===== src/rtl/karatsuba_seq_ctrl_pkg.sv =====
// Shared widths and FSM state encoding for the sequential Karatsuba multiplier.
package karatsuba_seq_ctrl_pkg;

   localparam int HALF_W = 16;
   localparam int OP_W   = 2 * HALF_W;
   localparam int PROD_W = 4 * HALF_W;

   typedef enum logic [2:0] {
      ST_IDLE,
      ST_MUL_LO,
      ST_MUL_HI,
      ST_MUL_MID,
      ST_COMBINE
   } state_t;

endpackage


===== src/rtl/karatsuba_seq_ctrl_if.sv =====
// Request/result bundle of the sequential multiplier: operands in, busy/done/product out.
interface karatsuba_seq_ctrl_if #(
   parameter int HALF_W = karatsuba_seq_ctrl_pkg::HALF_W
);
   logic                  start;
   logic [2*HALF_W-1:0]   a;
   logic [2*HALF_W-1:0]   b;
   logic                  busy;
   logic                  done;
   logic [4*HALF_W-1:0]   product;

   modport master (output start, a, b, input busy, done, product);
   modport slave  (input start, a, b, output busy, done, product);
endinterface


===== src/rtl/karatsuba_seq_ctrl_mul17.sv =====
// Combinational unsigned W x W multiplier; sized to take the (HALF_W+1)-bit half sums.
module mul17 #(
   parameter int W = 17
) (
   input  logic [W-1:0]   x,
   input  logic [W-1:0]   y,
   output logic [2*W-1:0] p
);

   assign p = {{W{1'b0}}, x} * {{W{1'b0}}, y};

endmodule


===== src/rtl/karatsuba_seq_ctrl.sv =====
// Sequential Karatsuba multiply on one shared multiplier; busy 4 cycles, done one cycle later.
// start is only taken in IDLE; requests while busy are dropped, not queued.
module karatsuba_seq_ctrl #(
   parameter int HALF_W = karatsuba_seq_ctrl_pkg::HALF_W
) (
   input  logic                 clk,
   input  logic                 rst,
   karatsuba_seq_ctrl_if.slave  bus
);
   import karatsuba_seq_ctrl_pkg::*;

   localparam int OW  = 2 * HALF_W;
   localparam int HSW = HALF_W + 1;
   localparam int ZW  = 2 * HSW;
   localparam int PW  = 4 * HALF_W;

   state_t          state;
   state_t          state_nxt;
   logic [OW-1:0]   op_a;
   logic [OW-1:0]   op_b;
   logic [OW-1:0]   z0;
   logic [OW-1:0]   z2;
   logic [ZW-1:0]   z1;
   logic [HSW-1:0]  mul_x;
   logic [HSW-1:0]  mul_y;
   logic [ZW-1:0]   mul_p;
   logic [ZW-1:0]   mid;
   logic [PW-1:0]   prod_sum;
   logic [PW-1:0]   product_q;
   logic            done_q;

   always_ff @(posedge clk or negedge rst) begin
      if (!rst) begin
         state <= ST_IDLE;
      end else begin
         state <= state_nxt;
      end
   end

   always_comb begin
      state_nxt = state;
      unique case (state)
         ST_IDLE:    if (bus.start) state_nxt = ST_MUL_LO;
         ST_MUL_LO:  state_nxt = ST_MUL_HI;
         ST_MUL_HI:  state_nxt = ST_MUL_MID;
         ST_MUL_MID: state_nxt = ST_COMBINE;
         ST_COMBINE: state_nxt = ST_IDLE;
         default:    state_nxt = ST_IDLE;
      endcase
   end

   // Half sums keep their carry bit, hence the HALF_W+1 wide multiplier ports.
   always_comb begin
      mul_x = '0;
      mul_y = '0;
      unique case (state)
         ST_MUL_LO: begin
            mul_x = {1'b0, op_a[HALF_W-1:0]};
            mul_y = {1'b0, op_b[HALF_W-1:0]};
         end
         ST_MUL_HI: begin
            mul_x = {1'b0, op_a[OW-1:HALF_W]};
            mul_y = {1'b0, op_b[OW-1:HALF_W]};
         end
         ST_MUL_MID: begin
            mul_x = {1'b0, op_a[HALF_W-1:0]} + {1'b0, op_a[OW-1:HALF_W]};
            mul_y = {1'b0, op_b[HALF_W-1:0]} + {1'b0, op_b[OW-1:HALF_W]};
         end
         default: begin
         end
      endcase
   end

   mul17 #(.W(HSW)) u_mul (
      .x (mul_x),
      .y (mul_y),
      .p (mul_p)
   );

   // z1 >= z0 + z2 always holds, so the subtraction cannot wrap.
   always_comb begin
      mid      = z1 - {2'b00, z2} - {2'b00, z0};
      prod_sum = {z2, {OW{1'b0}}}
               + ({{(PW-ZW){1'b0}}, mid} << HALF_W)
               + {{OW{1'b0}}, z0};
   end

   always_ff @(posedge clk or negedge rst) begin
      if (!rst) begin
         op_a      <= '0;
         op_b      <= '0;
         z0        <= '0;
         z2        <= '0;
         z1        <= '0;
         product_q <= '0;
         done_q    <= 1'b0;
      end else begin
         done_q <= (state == ST_COMBINE);
         unique case (state)
            ST_IDLE: begin
               if (bus.start) begin
                  op_a <= bus.a;
                  op_b <= bus.b;
               end
            end
            ST_MUL_LO:  z0 <= mul_p[OW-1:0];
            ST_MUL_HI:  z2 <= mul_p[OW-1:0];
            ST_MUL_MID: z1 <= mul_p;
            ST_COMBINE: product_q <= prod_sum;
            default: begin
            end
         endcase
      end
   end

   assign bus.busy    = (state != ST_IDLE);
   assign bus.done    = done_q;
   assign bus.product = product_q;

endmodule


===== src/flat_wrapper.sv =====
// flat-port wrapper written by rule: the top's interface ports become plain ports
module karatsuba_seq_ctrl_flat import karatsuba_seq_ctrl_pkg::*;
#(
   parameter int HALF_W = karatsuba_seq_ctrl_pkg::HALF_W
)
  (clk, rst, bus_start, bus_a, bus_b, bus_busy, bus_done, bus_product);
  karatsuba_seq_ctrl_if #(.HALF_W(HALF_W)) bus_i ();
  input  logic clk;
  input  logic rst;
  input wire logic [$bits(bus_i.start)-1:0] bus_start;
  input wire logic [$bits(bus_i.a)-1:0] bus_a;
  input wire logic [$bits(bus_i.b)-1:0] bus_b;
  output wire logic [$bits(bus_i.busy)-1:0] bus_busy;
  output wire logic [$bits(bus_i.done)-1:0] bus_done;
  output wire logic [$bits(bus_i.product)-1:0] bus_product;
  assign bus_i.start = bus_start;
  assign bus_i.a = bus_a;
  assign bus_i.b = bus_b;
  assign bus_busy = bus_i.busy;
  assign bus_done = bus_i.done;
  assign bus_product = bus_i.product;
  karatsuba_seq_ctrl #(.HALF_W(HALF_W)) u_core (.clk(clk), .rst(rst), .bus(bus_i));
endmodule

===== config.mk =====
export PLATFORM = sky130hd
export DESIGN_NAME = karatsuba_seq_ctrl_flat
export DESIGN_NICKNAME = d
export VERILOG_FILES = /design/src/rtl/karatsuba_seq_ctrl_pkg.sv /design/src/rtl/karatsuba_seq_ctrl_if.sv /design/src/rtl/karatsuba_seq_ctrl_mul17.sv /design/src/rtl/karatsuba_seq_ctrl.sv /design/src/flat_wrapper.sv
export SDC_FILE = /design/constraint.sdc
export NUM_CORES = 1
export LEC_CHECK = 0
export ABC_AREA = 1
export ABC_CLOCK_PERIOD_IN_PS = 6650
export CAP_MARGIN = 10
export CORE_ASPECT_RATIO = 0.75
export CORE_MARGIN = 2
export CORE_UTILIZATION = 45
export DETAILED_ROUTE_END_ITERATION = 10
export PLACE_DENSITY = 0.75
export SYNTH_ARGS = -nofsm -noshare
export SYNTH_HDL_FRONTEND = slang
export SYNTH_HIERARCHICAL = 1
export SYNTH_SLANG_ARGS = --single-unit

===== constraint.sdc =====
create_clock -name clk -period 6.65 [get_ports clk]
set_input_delay 1.995 -clock clk [delete_from_list [all_inputs] [get_ports clk]]
set_output_delay 1.995 -clock clk [all_outputs]
set_load 0.02 [all_outputs]

==> metrics, run 1 <==
Reg clk slew, reported paths=0.06 ns; status=finished with violations; Worst Clk Skew=0.0379 ns; final hold slack=0.473 ns; fin. max-slew vios=0; Clock Root Buffer=clkbuf_16; simple logic cell fraction of the synthesized area=0.273; number of synthesized flops with an enable pin=0; ys flop type=dfrtp_1; crit path buf inv count=8; adder-cell share of the synthesized area=0.286; Total Nets Final=4672; setup ws final=-0.161 ns; top post-synthesis cells by area=dfrtp_1 (21%), fa_1 (19%), nand2_1 (18%); max_cap viols=0; number of fill cells in the layout=5497; Synth Area in XOR/XNOR=0.0191; Rows=78; CP top delay family=adder cells; drt first pass iters=6; CP Data Arrival Time=7.24 ns; slowest stage cell, crit path=fa_2; Final ANT Viol Nets=0; largest net degree at the start of global routing=106; WL met2=36500 um; post-synthesis register bit count=230; CTS buffer count=26; FF/Latch Area=5760 um^2; most frequent cells in the layout=nand2_1 (1203), inv_1 (756), fa_1 (247); Min-Delay Path Depth=2; Hold Vio Cnt, Final=0; Netlist Area Pre-Place=27600 um^2; CP required=7.07 ns; critical path class=register to register; routed wire length=82600 um; Clock Latency Late Sink=0.59 ns; Sink Count=230; CTS Buffer Depth=3; Final Wtd Congestion=0.985; fin crit period=6.81 ns; period utilization=1.02; post-synth cell types=46; global-route wire length before repair=129000 um; metal3 WL=7070 um; worst r2r path cells=34; H-tree levels=1; relative slew slack=0.140; worst min path class=register to register; area of the multi-input gates=19600 um^2; core area=60500 um^2; area leader, netlist=dfrtp_1; hold_buf cts=0; Gate Count Post-Synth=3863; main combinational cell family by area after synthesis=adder cells; CP max FO=4; die area=63300 um^2; DRT met1 WL=37100 um; Setup Viol. Count Final=37; Crit. path cell count=34; fmax=147 MHz; crit path capture type=register; critical path's largest stage delay=0.61 ns; Synth Area in Compound Gates=0.0602; share of cells above drive strength 1=0.171; Most common cell on crit path=fa_1; failing checks=setup timing; actual slew at the worst max-slew pin=1.29 ns; detailed-route via count=25400; grt ovf=0; initial antenna violation count=0; IO Port Bufs=132; Async SR Flop Fraction=1.00; CTS tree=yes; crit path launch type=register; via/cell ratio=5.13; Die Ht=218 um; Ys Warns=6; Die Width=290 um; top-area cell type share of the netlist area=0.209; mux contribution to synthesized area=0.0245; top sig layer=met4; Detailed Route Iter0 Violations=2258; wire length per cell=16.7 um; DRC Markers=0; Starting Density=0.455; unrepaired setup endpoints after global routing=yes; vias in the first global route=24700; gr usage total=0.255; sequential area share after synthesis=0.209; syn_area_per_cell=7.13 um^2; commonest non-fill, non-tap cell in the layout=nand2_1; Final HPWL DP=65000 um; area grow syn2layout=22.9%; Top Ports=133; Mapped Nets=4404
-- cells in the mapped netlist, drive strengths merged (7+ instances only) --
library cell / count
nor4: 7
o21ai: 141
buf: 34
mux2: 60
clkbuf: 86
or2: 13
nand3b: 19
nand3: 194
xor2: 33
nor3: 24
a21oi: 120
a21o: 8
xnor2: 27
o21bai: 17
nand4: 22
inv: 812
dfrtp: 230
fa: 259
nand2: 1333
nor2: 188
ha: 215
-- per-layer routing --
| metal | track usage | vias up |
|---|---|---|
| met5 | 0 | - |
| met4 | 0.0564 | 0 |
| met3 | 0.0551 | 127 |
| met2 | 0.398 | 1002 |
| met1 | 0.362 | 12100 |
| li1 | - | 12200 |
-- through the flow --
stage               utilization  setup WS (ns)  instance area, um^2  std cells  TNS [ns]
floorplan                     -         0.0115                27600       3863         0
global placement          0.512         -0.176                31000       4851     -4.82
detailed placement        0.512         -0.272                31000       4851    -12.54
CTS                       0.541        -0.0291                32700       4919    -0.104
global route              0.560         -0.378                33900       4951    -16.15
finish                    0.560         -0.161                33900       4952     -2.21
-- cell families (layout without fill, tap and decap cells) --
family / count (synthesis) / after routing
AOI/OAI and AO/OA: 303 / 303
xor gates and xnor gates: 60 / 60
adders and majority gates: 474 / 474
buffers and inverters: 935 / 1223
DFF: 230 / 230
muxes: 60 / 60
other: 0 / 1
and+or+nand+nor: 1801 / 1801
-- path summary, 6_finish.rpt --
| kind | slack [ns] | from | end |
|---|---|---|---|
| max | -0.16 | u_core/op_b[0]$_DFFE_PN0P_ | u_core/z0[27]$_DFFE_PN0P_ |
| min | 0.47 | u_core/bus.product[41]$_DFFE_PN0P_ | u_core/bus.product[41]$_DFFE_PN0P_ |
| max reg2reg | -0.16 | u_core/op_b[0]$_DFFE_PN0P_ | u_core/z0[27]$_DFFE_PN0P_ |
| min reg2reg | 0.47 | u_core/bus.product[41]$_DFFE_PN0P_ | u_core/bus.product[41]$_DFFE_PN0P_ |
| max in group asynchronous | 4.15 | rst | u_core/z2[19]$_DFFE_PN0P_ |
| min in group asynchronous | 1.38 | rst | u_core/bus.product[35]$_DFFE_PN0P_ |
-- state kept, by name (all words and copies together), names as in the netlist --
register and cells:
u_core/state 3, u_core/z2 32, u_core/bus.product 64, u_core/z0 32, u_core/op_a 32, u_core/op_b 32
u_core/z1 34, u_core/bus.done 1
-- worst min-delay path, cell delays in order, from the launching register on --
cell     delay [ns]
dfrtp_1        0.34
nand2_1        0.05
nand2_1        0.05
-- final cells by class --
class	instances	area share
well taps	800	0.0296
clock buffers	37	0.0216
inverters	815	0.0904
repair buffers	360	0.104
diodes	1	0.0000739
flip-flops and latches	230	0.170
clock inverters	11	0.00499
multi-input cells	2698	0.580
-- what timing repair did --
| item | in CTS | in global routing |
|---|---|---|
| pin swaps | 52 | 137 |
| hold endpoints to repair | 0 | 0 |
| endpoints found under the setup margin | 59 | 68 |
| setup buffers | 19 | 33 |
| resized for setup | 148 | 241 |
| gates cloned | 2 | 2 |
Power of run 1 is not shown: default switching activity piles up to over one toggle a cycle in this logic, so the estimate is an artifact.
==> run 2, diff against run 1 <==
CORE_UTILIZATION = 43   (was 45)
PLACE_DENSITY = 0.72   (was 0.75)
SLEW_MARGIN = 25   (was default)
==> metrics, run 2 (same netlist as run 1, synthesis figures left out) <==
CP Data Arrival Time=7.22 ns; relative slew slack=0.369; CP top delay family=adder cells; crit path capture type=register; max_cap viols=0; # diodes=0; critical path class=register to register; actual slew at the worst max-slew pin=0.946 ns; final hold slack=0.476 ns; CTS tree=yes; critical path's largest stage delay=0.53 ns; area of the multi-input gates=19700 um^2; detailed-route via count=25300; Total Nets Final=4673; largest net degree at the start of global routing=102; CP max FO=10; Reg clk slew, reported paths=0.07 ns; Final HPWL DP=66000 um; H-tree levels=1; initial antenna violation count=0; period utilization=1.02; grt ovf=0; status=finished with violations; crit path launch type=register; core area=63500 um^2; global-route wire length before repair=129000 um; DP Cell Count=4928; Place WS=-0.297 ns; drt first pass iters=5; unrepaired setup endpoints after global routing=yes; Detailed Route Iter0 Violations=1709; worst min path class=register to register; CP required=7.10 ns; wire length per cell=16.7 um; Most common cell on crit path=fa_1; commonest non-fill, non-tap cell in the layout=nand2_1; Rows=80; hold_sp=u_core/bus.product[49]$_DFFE_PN0P_; Sink Count=230; share of cells above drive strength 1=0.185; CTS buffer count=27; Final ANT Viol Nets=0; Final Wtd Congestion=0.988; max reg flops=64; DRC Markers=0; vias in the first global route=24500; crit path buf inv count=10; Hold Vio Cnt, Final=0; slowest stage cell, crit path=fa_1; Clock Root Buffer=clkbuf_16; fin crit period=6.77 ns; failing checks=setup timing; setup ws final=-0.121 ns; Starting Density=0.434; FF/Latch Area=5760 um^2; Setup crit start=u_core/op_b[1]$_DFFE_PN0P_; CTS Buffer Depth=3; RR Startpoint=u_core/op_b[1]$_DFFE_PN0P_; most frequent cells in the layout=nand2_1 (1188), inv_1 (735), fa_1 (236); Worst Clk Skew=0.0216 ns; IO Port Bufs=132; gr usage total=0.245; number of fill cells in the layout=5873; hold_buf cts=0; Final Core Density=0.537; Setup Viol. Count Final=36; Clock Latency Late Sink=0.60 ns; die area=66200 um^2; fin. max-slew vios=0; area grow syn2layout=23.6%; routed wire length=83800 um; non-filler cells, final=5013; Die Width=296 um; via/cell ratio=5.04; Top Ports=133; Die Ht=223 um; fmax=148 MHz
## run 2: path summary, 6_finish.rpt
check                           cells past startpoint  slack (ns)                            endpoint
worst max-delay path                               35       -0.12           u_core/z0[18]$_DFFE_PN0P_
worst min-delay path                                2        0.48  u_core/bus.product[49]$_DFFE_PN0P_
worst max register to register                     35       -0.12           u_core/z0[18]$_DFFE_PN0P_
worst min register to register                      2        0.48  u_core/bus.product[49]$_DFFE_PN0P_
max in group asynchronous                           2        4.10  u_core/bus.product[56]$_DFFE_PN0P_
min in group asynchronous                           1        1.40  u_core/bus.product[63]$_DFFE_PN0P_
## run 2: layer usage
metal / up-vias / share of wire / global-route usage
met5: - / 0 / 0
met1: 12000 / 0.45 / 0.360
met2: 945 / 0.45 / 0.385
met3: 137 / 0.078 / 0.0389
li1: 12200 / - / -
met4: 0 / 0.025 / 0.0425
## run 2: repair_timing
item	4_1_cts	5_1_grt
gates cloned	0	4
buffers inserted	7	26
gates resized for setup	93	354
setup endpoints to repair	59	65
endpoints found under the hold margin	0	0
pin swaps	30	101
## run 2: cell type report
class,instances,area share
clock buffers,35,0.0228
clock inverters,14,0.00419
inverters,815,0.0901
multi-input cells,2698,0.580
flip-flops and latches,230,0.169
well taps,861,0.0316
repair buffers,360,0.102
## run 2: through the flow
| step | cell area (um^2) | TNS (ns) |
|---|---|---|
| 2_1_floorplan | 27600 | 0 |
| 3_5_place_dp | 31200 | -11.01 |
| 5_1_grt | 34000 | -16.71 |
| 3_3_place_gp | 31200 | -4.89 |
| 4_1_cts | 32600 | -0.00999 |
| 6_report | 34000 | -2.39 |
## run 2: worst min-delay path: cells and delay by family, from the launching register on
kind             cells  cell delay (ns)
DFF                  1             0.34
and+or+nand+nor      2             0.10
Power of run 2 is left out for the same reason.
